`config.mk`:
```
export PLATFORM = sky130hd
export DESIGN_NAME = mult_ctrl
export DESIGN_NICKNAME = d
export VERILOG_FILES = /design/src/rtl/mult_ctrl.sv
export SDC_FILE = /design/constraint.sdc
export NUM_CORES = 1
export LEC_CHECK = 0
export BUFFER_PORTS_ARGS = -buffer_cell sky130_fd_sc_hd__buf_4
export CAP_MARGIN = 20
export CORE_AREA = 4 4 41 43
export CTS_CLUSTER_DIAMETER = 150
export DETAILED_ROUTE_END_ITERATION = 6
export DIE_AREA = 0 0 45 47
export GPL_TIMING_DRIVEN = 0
export PLACE_DENSITY = 0.6
export SETUP_SLACK_MARGIN = 0.02
export SLEW_MARGIN = 20
export SYNTH_ARGS = -nofsm -noshare
export SYNTH_HDL_FRONTEND = slang
export SYNTH_SLANG_ARGS = --single-unit
```
`constraint.sdc`:
```
create_clock -name clk -period 1.9 [get_ports clk]
set_clock_uncertainty 0.2 [all_clocks]
set_input_delay 0.475 -clock clk [delete_from_list [all_inputs] [get_ports clk]]
set_output_delay 0.475 -clock clk [all_outputs]
set_load 0.01 [all_outputs]
```
`src/rtl/mult_ctrl.sv`:
```
// mult_ctrl: control unit for a shift-and-add multiplier.
// Sequences the operand loads, the accumulate step and the shift step.
// Each iteration tests the current multiplier LSB. The run ends when the
// multiplier is exhausted or all WIDTH bits have been consumed, and then
// holds done until the requester drops init.
module mult_ctrl #(
  parameter int WIDTH = 3
) (
  input  logic clk,
  input  logic rst,
  input  logic init,
  input  logic lsb_b,
  input  logic z_b,
  output logic ld,
  output logic add_en,
  output logic sh,
  output logic busy,
  output logic done
);

  localparam int CW = $clog2(WIDTH + 1);
  localparam logic [CW-1:0] LAST_ITER = CW'(WIDTH - 1);

  typedef enum logic [2:0] {
    IDLE  = 3'd0,
    START = 3'd1,
    CHECK = 3'd2,
    ADD   = 3'd3,
    SHIFT = 3'd4,
    DONE  = 3'd5
  } state_t;

  state_t        state;
  state_t        next_state;
  logic [CW-1:0] cnt;

  // Next-state selection; z_b wins over lsb_b so an exhausted multiplier stops at once
  always_comb begin
    next_state = state;
    unique case (state)
      IDLE:    next_state = init ? START : IDLE;
      START:   next_state = CHECK;
      CHECK: begin
        if (z_b)        next_state = DONE;
        else if (lsb_b) next_state = ADD;
        else            next_state = SHIFT;
      end
      ADD:     next_state = SHIFT;
      SHIFT:   next_state = (cnt == LAST_ITER) ? DONE : CHECK;
      DONE:    next_state = init ? DONE : IDLE;
      default: next_state = IDLE;
    endcase
  end

  // State, iteration counter and strobes, registered from the upcoming state
  // so each output is a clean decode of the state register
  always_ff @(posedge clk) begin
    if (!rst) begin
      state  <= IDLE;
      cnt    <= '0;
      ld     <= 1'b0;
      add_en <= 1'b0;
      sh     <= 1'b0;
      busy   <= 1'b0;
      done   <= 1'b0;
    end else begin
      state  <= next_state;
      if (state == START)
        cnt <= '0;
      else if (state == SHIFT)
        cnt <= cnt + CW'(1);
      ld     <= (next_state == START);
      add_en <= (next_state == ADD);
      sh     <= (next_state == SHIFT);
      busy   <= (next_state == START) || (next_state == CHECK) ||
                (next_state == ADD)   || (next_state == SHIFT);
      done   <= (next_state == DONE);
    end
  end

endmodule

```
==> results by group, run 1 <==
Outcome
  – Result of the run: complete, no violations

Global routing
  – Pin count of the biggest net entering global routing: 11
  – Total overflow reported by the global router: 0
  – Initial antenna violation count: 0
  – Combined global-route utilization of all metal layers: a little over a tenth
  – Via count of the first global-routing pass: roughly 350
  – First-pass GRT wire length: about 1500 um

Synthesis
  – Unique cell type count in the Yosys netlist: 28
  – Ys async rst share: 0%
  – Number of enable-type register cells in the synthesized netlist: 0
  – Netlist area before placement: about 520 sq um
  – Post-synthesis cell count: around 50
  – Most frequent cells after synthesis: dfxtp_1 (10), a21oi_1 (3), nor2b_1 (3), nor3b_1 (3), o21a_1 (3)
  – Cell with the most instances after synthesis: dfxtp_1
  – Part of the Yosys area used for sequential elements: between 30% and 40%
  – Synth top area cells: dfxtp_1 (38%), nor4b_4 (4.5%), buf_6 (4.3%)
  – Net count after synthesis: 55
  – Main synth FF type: dfxtp_1
  – Cell type contributing the most total cell area after synthesis: dfxtp_1
  – Share of Yosys cell area claimed by the top area cell type: between 30% and 40%
  – Number of warnings issued by yosys: 0
  – Synth Register Bits: 10
  – Syn avg cell area: 10.67 sq um

Placement
  – I/O Buffers: 8
  – Gp weighted congestion: 0.6764

Min path
  – Instance count along the most critical hold path: 2
  – Hold_sp: cnt[1]
  – Worst hold path class: flop to flop
  – End of the worst hold path: cnt[1]

Clock network
  – Sinks on Clock Net: 10
  – Clock Root Buffer: clkbuf_4
  – Largest buffer count on any clock path: 2
  – Number of buffers added by the clock tree synthesis step: 3
  – CTS H-tree depth: 1
  – Post-cts resize count: 0
  – Post-CTS Hold Buffers: 0
  – Setup repair bufs after CTS: 0
  – CTS tree: yes
  – Clock insertion delay at the later pin of the skew report: about 0.26 ns
  – Clock-pin transition on the worst setup and hold timing paths: 0.06 ns

Route
  – Violation count after the first detailed-routing iteration: 4
  – Antenna violation net count after detailed routing: 0
  – Detailed-routing iteration count for the pre-antenna-repair pass: 4
  – Vias post-DR: between 300 and 400
  – Total DRC errors in the routed layout: 0
  – Number of vias per cell after detailed routing: ~5
  – DRT Wirelength: between 900 and 1000 um
  – Wire length per cell after detailed routing: 12.36 um

Timing
  – Setup repair after global routing missed its margin: false
  – Peak Freq: 672.1 MHz
  – Final-layout setup total negative slack: 0 ns
  – Final count of pins violating max slew: 0
  – Fin crit period: between 1 and 1.5 ns
  – Final Hold Violating Endpoints: 0
  – Actual slew at the worst max-slew pin: between 0.3 and 0.4 ns
  – Tcrit/Tclk final: between 70% and 80%
  – Relative slew margins: 74.75%
  – Final number of setup-violating endpoints: 0

Critical path
  – Critical-path cell list: inv_1, ha_1, nor4b_4, a311oi_2, and4b_1
  – CP Max Fanout: 4
  – R2R cell count: 5
  – End of the worst register-to-register path: add_en
  – Slack of the worst reg-to-reg path: around 0.41 ns
  – WS Path Type: flop to flop
  – Cell with the largest stage delay on the worst path: dfxtp_1
  – Startpoint kind of the worst setup timing path: flop
  – R2r startpoint: cnt[0]
  – Endpoint kind of the worst setup timing path: flop
  – Data arrival, critical path: roughly 1.5 ns
  – Worst path required time: between 1.5 and 2 ns
  – Critical Path Max Stage Delay: approximately 0.36 ns

Die
  – Die area: 2115 sq um
  – Number of rows created at floorplan: 13
  – Placeable core area: approximately 1300 sq um
  – Die Y: around 47 um
  – Initial core utilization: 40.19%
  – Ports: 10
  – Die Span X: roughly 45 um

Power
  – P_sw: between 0.0001 and 0.00015 W
  – Part of the total power dissipated in the clock network: between 20 and 30%
  – Sequential share of power: between 40% and 50%
  – Switching power as a share of total power: 25.65%
  – Reported leakage power: ~0.25 nW
  – Total internal power: roughly 0.00035 W
  – Maximum ir drop on the vdd rail: roughly 0.37 mV
  – Share of total power in combinational logic: roughly a fifth
  – Total power per unit cell area: between 700 and 800 nW/um^2

Final layout
  – Area of the multi-input gates: around 280 sq um
  – Number of nets in the layout: about 70
  – Antenna diodes: 0
  – Share of cells above drive strength 1: about a third
  – Area used by sequential logic in the layout: around 200 sq um
  – Total of fill cells in the finished design: around 140
  – Post-synthesis to final-layout area growth: 19.38%
  – Post-layout util: a little under half

Run
  – Max_cap viols: 0
## worst max path at each step
stage               startpoint  endpoint
floorplan               cnt[0]        ld
global placement         lsb_b    add_en
detailed placement       lsb_b    add_en
CTS                     cnt[0]    add_en
global route            cnt[0]    add_en
finish                  cnt[0]    add_en
## sequential cells by signal (all words and copies together), names as in the netlist
register	count
cnt	2
busy	1
state	3
ld	1
add_en	1
sh	1
done	1
## logic make-up after synthesis
logic type	Yosys count	share of synthesized area, %
buffers and inverters	6	7.895
muxes	2	4.067
AOI/OAI and AO/OA	12	18.42
DFF	10	38.28
and+or+nand+nor	18	28.95
adders and majority gates	1	2.392
## placed cells by master, fill, tap and decap left out
cell type,n
a211oi_1,1
a21boi_0,1
a21o_2,1
a21oi_1,3
a311oi_2,1
and3_1,1
and3b_1,1
and4_1,1
and4b_1,1
buf_1,1
buf_4,9
buf_6,2
clkbuf_4,3
dfxtp_1,10
ha_1,1
inv_1,2
mux2_2,1
mux2i_1,1
nand2_1,1
nand2b_1,2
nor2_2,1
nor2b_1,3
nor3b_1,3
nor3b_2,1
nor4b_1,2
nor4b_4,1
o21a_1,3
o221a_1,1
o31a_1,1
## critical path, delay by kind of cell (launching register included)
family	cells	cell delay, ns
flops	1	0.36
fa+ha+maj	1	0.23
buf+inv	1	0.05
simple gates	2	0.51
compound gates	1	0.08
## through the flow
| stage | instances | cell area [sq um] | worst slack, ns | hold slack, ns | power, W |
|---|---|---|---|---|---|
| 2_1_floorplan | 49 | 523.0 | 0.4861 | 0.2607 | 0.0003041 |
| 3_3_place_gp | 72 | 601.8 | 0.3037 | 0.2798 | 0.0003327 |
| 3_5_place_dp | 72 | 601.8 | 0.3009 | 0.2851 | 0.0003325 |
| 4_1_cts | 75 | 624.3 | 0.4009 | 0.2936 | 0.0004744 |
| 5_1_grt | 75 | 624.3 | 0.2902 | 0.3421 | 0.0004975 |
| 6_report | 75 | 624.3 | 0.4121 | 0.2877 | 0.0004661 |
## power by group through the flow
stage               sequential [W]  clock [W]  combinational [W]
floorplan                 0.000237          0          0.0000671
detailed placement        0.000234          0          0.0000981
finish                    0.000229   0.000139          0.0000974
global route              0.000230   0.000160           0.000107
CTS                       0.000230   0.000147          0.0000983
global placement          0.000234          0          0.0000984
## routing by layer
layer,up-vias,part of all wire [%],GRT usage (%)
li1,203,-,-
met1,173,47,11.93
met2,8,46,15.82
met3,0,7.1,7.280
met4,0,0,3.509
met5,-,0,0
## area by class of cell
cell class | instances | area share (%)
Multi-Input combinational cell | 33 | 45.09
Inverter | 2 | 1.202
Tap cell | 15 | 3.006
Clock buffer | 3 | 3.607
Timing Repair Buffer | 8 | 9.619
Sequential cell | 10 | 32.06
Buffer | 4 | 5.411
(Power assumes the default switching activity.)
==> inputs of run 2 (changes only) <==
Settings changed: ABC_AREA set to 1.
Clock period 1.9 ns to 1.4 ns, I/O delays scaled along.
==> run 2 against run 1 <==
Global-route usage increased by 0.15 points. Setup slack got worse by 0.32 ns. Largest cell class unchanged. Register-to-register slack got worse by 0.32 ns. First-iteration DRC count unchanged. Combinational power increased to 3.2 times the previous value. Synthesized cell count increased by 47%. Largest power group unchanged. Routed wire length increased by 5.7%. Maximum frequency increased by 14%. Die area unchanged.
==> results by group, run 2 <==
Outcome
  – Result of the run: complete, no violations

Final layout
  – Post-layout util: 53.65% (+5.7 points)
  – Most frequent cells in the layout: nand2_1 (13), buf_4 (10), inv_1 (9)
  – Area of the multi-input gates: 312.8 sq um (+11%)
  – Layout Cell Area excl Fill: 698.2 sq um (+12%)
  – Commonest non-fill, non-tap cell in the layout: nand2_1
  – Area used by sequential logic in the layout: 210.2 sq um (+5.0%)
  – Total of fill cells in the finished design: 130 (-5.8%)
  – Share of cells above drive strength 1: 46.51% (+13 points)
  – Post-route non-filler standard cell count: 101 (+35%)
  – Number of nets in the layout: 93 (+37%)
  – Antenna diodes: 0 (unchanged)
  – Biggest registers after layout: state (3), cnt (2)
  – Flip-flop count of the largest register, all copies and words added: 3 (unchanged)
  – Post-synthesis to final-layout area growth: 33.81%
  – Largest Register: state

Power
  – Reported leakage power: 0.3330 nW (+35%)
  – Total power per unit cell area: 1350 nW/um^2 (+81%)
  – Maximum ir drop on the vdd rail: 0.7029 mV (+92%)
  – Post-route total power: 0.0009425 W (+100%)

Timing
  – Setup repair after global routing missed its margin: true
  – Final Hold Violating Endpoints: 0 (unchanged)
  – Final count of pins violating max slew: 0 (unchanged)
  – Setup slack of the critical path after layout: 0.09483 ns (-0.3172 ns)
  – Relative slew margins: 81.45% (+6.7 points)
  – Fin crit period: 1.305 ns (-0.1828 ns)
  – Peak Freq: 766.2 MHz (+14%)
  – Final number of setup-violating endpoints: 0 (unchanged)
  – Tcrit/Tclk final: 93.23% (+15 points)
  – Actual slew at the worst max-slew pin: 0.2779 ns (-0.1008 ns)

Die
  – Initial core utilization: 40.10% (-0.096 points)
  – Ports: 10 (unchanged)
  – Placeable core area: 1301 sq um (unchanged)
  – Die area: 2115 sq um (unchanged)
  – Die Span X: 45 um (unchanged)
  – Number of rows created at floorplan: 13 (unchanged)
  – Die Y: 47 um (unchanged)

Global routing
  – Combined global-route utilization of all metal layers: 10.69% (+0.15 points)
  – First-pass GRT wire length: 1593 um (+3.6%)
  – Pin count of the biggest net entering global routing: 9 (-2)
  – Total overflow reported by the global router: 0 (unchanged)
  – Initial antenna violation count: 0 (unchanged)
  – Via count of the first global-routing pass: 398 (+14%)

Critical path
  – WS Path Type: flop to flop
  – Endpoint kind of the worst setup timing path: flop
  – Data arrival, critical path: 1.27 ns (-0.22 ns)
  – Startpoint kind of the worst setup timing path: flop
  – Worst path required time: 1.36 ns (-0.55 ns)
  – CP Max Fanout: 8 (+4)

Clock network
  – Sinks on Clock Net: 10 (unchanged)
  – Largest buffer count on any clock path: 2 (unchanged)
  – CTS tree: yes
  – Clock Root Buffer: clkbuf_4
  – Number of buffers added by the clock tree synthesis step: 3 (unchanged)
  – CTS H-tree depth: 1 (unchanged)
  – Clock-pin transition on the worst setup and hold timing paths: 0.06 ns (about the same)
  – Clock insertion delay at the later pin of the skew report: 0.27 ns (about the same)

Synthesis
  – Syn avg cell area: 7.247 sq um (-32%)
  – Cell with the most instances after synthesis: nand2_1
  – Ys async rst share: 0% (unchanged)
  – Net count after synthesis: 78 (+42%)
  – Synth Register Bits: 10 (unchanged)
  – Part of the Yosys area used for sequential elements: 38.37% (+0.092 points)
  – Unique cell type count in the Yosys netlist: 18 (-36%)
  – Number of enable-type register cells in the synthesized netlist: 0 (unchanged)
  – Main synth FF type: dfxtp_1
  – Share of Yosys cell area claimed by the top area cell type: 38.37% (+0.092 points)
  – Number of warnings issued by yosys: 0 (unchanged)
  – Post-synthesis cell count: 72 (+47%)
  – Cell type contributing the most total cell area after synthesis: dfxtp_1
  – Most frequent cells after synthesis: nand2_1 (14), inv_1 (11), dfxtp_1 (10)
  – Netlist area before placement: 521.8 sq um (-0.24%)
  – Synth top area cells: dfxtp_1 (38%), nand2_1 (10%), inv_1 (7.9%)

Placement
  – I/O Buffers: 9 (+1)
  – # placed instances: 96 (+33%)
  – HPWL after DPL: 740.7 um
  – Gp weighted congestion: 0.7403 (+9.4%)
  – Placement-stage cell area: 608.1 sq um (+1.0%)
  – Dpl ws: -0.007071 ns (-0.3079 ns)

Route
  – Vias post-DR: 459 (+20%)
  – Detailed-routing iteration count for the pre-antenna-repair pass: 4 (unchanged)
  – Wire length per cell after detailed routing: 9.703 um (-21%)
  – Number of vias per cell after detailed routing: 4.545 (-11%)
  – Antenna violation net count after detailed routing: 0 (unchanged)
  – Total DRC errors in the routed layout: 0 (unchanged)
  – Violation count after the first detailed-routing iteration: 4 (unchanged)
  – DRT Wirelength: 980 um (+5.7%)

Run
  – Max_cap viols: 0 (unchanged)

Min path
  – Worst hold path class: primary input to flop
## run 2: through the flow
step,hold slack [ns],setup TNS [ns]
floorplan,0.2409,0
global placement,0.2540,-0.01629
detailed placement,0.2548,-0.007071
CTS,0.1496,0
global route,0.1625,0
finish,0.1524,0
## run 2: layer usage
metal,vias to the layer above,GRT usage [%],part of all wire (%)
met3,4,5.747,7.6
met2,10,16.95,46
met4,0,3.509,1.0
li1,252,-,-
met5,-,0,0
met1,193,12.36,45
## run 2: worst max-delay path, stage by stage, from the launching register on
cell,delay [ns]
dfxtp_4,0.38
nor2_4,0.16
nand3_2,0.11
nand2_4,0.12
inv_2,0.04
nand2_2,0.05
nor2_2,0.04
nand2_2,0.06
nand2_1,0.05
## run 2: final cells by class
class / count / share of cell area, %
Multi-Input combinational cell: 50 / 44.80
Sequential cell: 10 / 30.11
Timing Repair Buffer: 10 / 10.75
Inverter: 12 / 6.452
Clock buffer: 4 / 5.197
Tap cell: 15 / 2.688
## run 2: kinds of logic after synthesis
logic type	count (synthesis)	share of synthesized area, %
fa+ha+maj	1	2.398
flops	10	38.37
simple gates	45	46.28
compound gates	4	4.316
buf+inv	12	8.632
## run 2: worst paths after layout
kind                            depth (start not counted)      from  endpoint  slack [ns]
worst min register to register                          2    cnt[0]    cnt[0]        0.27
worst max-delay path                                    8  state[1]      busy        0.09
worst max register to register                          8  state[1]      busy        0.09
worst min-delay path                                    3      init        ld        0.15
## run 2: what timing repair did
| item | in CTS | in global routing |
|---|---|---|
| endpoints found under the setup margin | 2 | 2 |
| endpoints found under the hold margin | 0 | 0 |
| resized for setup | 5 | 11 |
| hold buffers | 0 | 0 |
| buffers inserted | 0 | 1 |
| pin swaps | 0 | 3 |
## run 2: report_power, final
part           switching [W]  internal (W)
clock              0.0000995      0.000158
combinational       0.000175      0.000137
sequential         0.0000428      0.000330
total               0.000318      0.000625
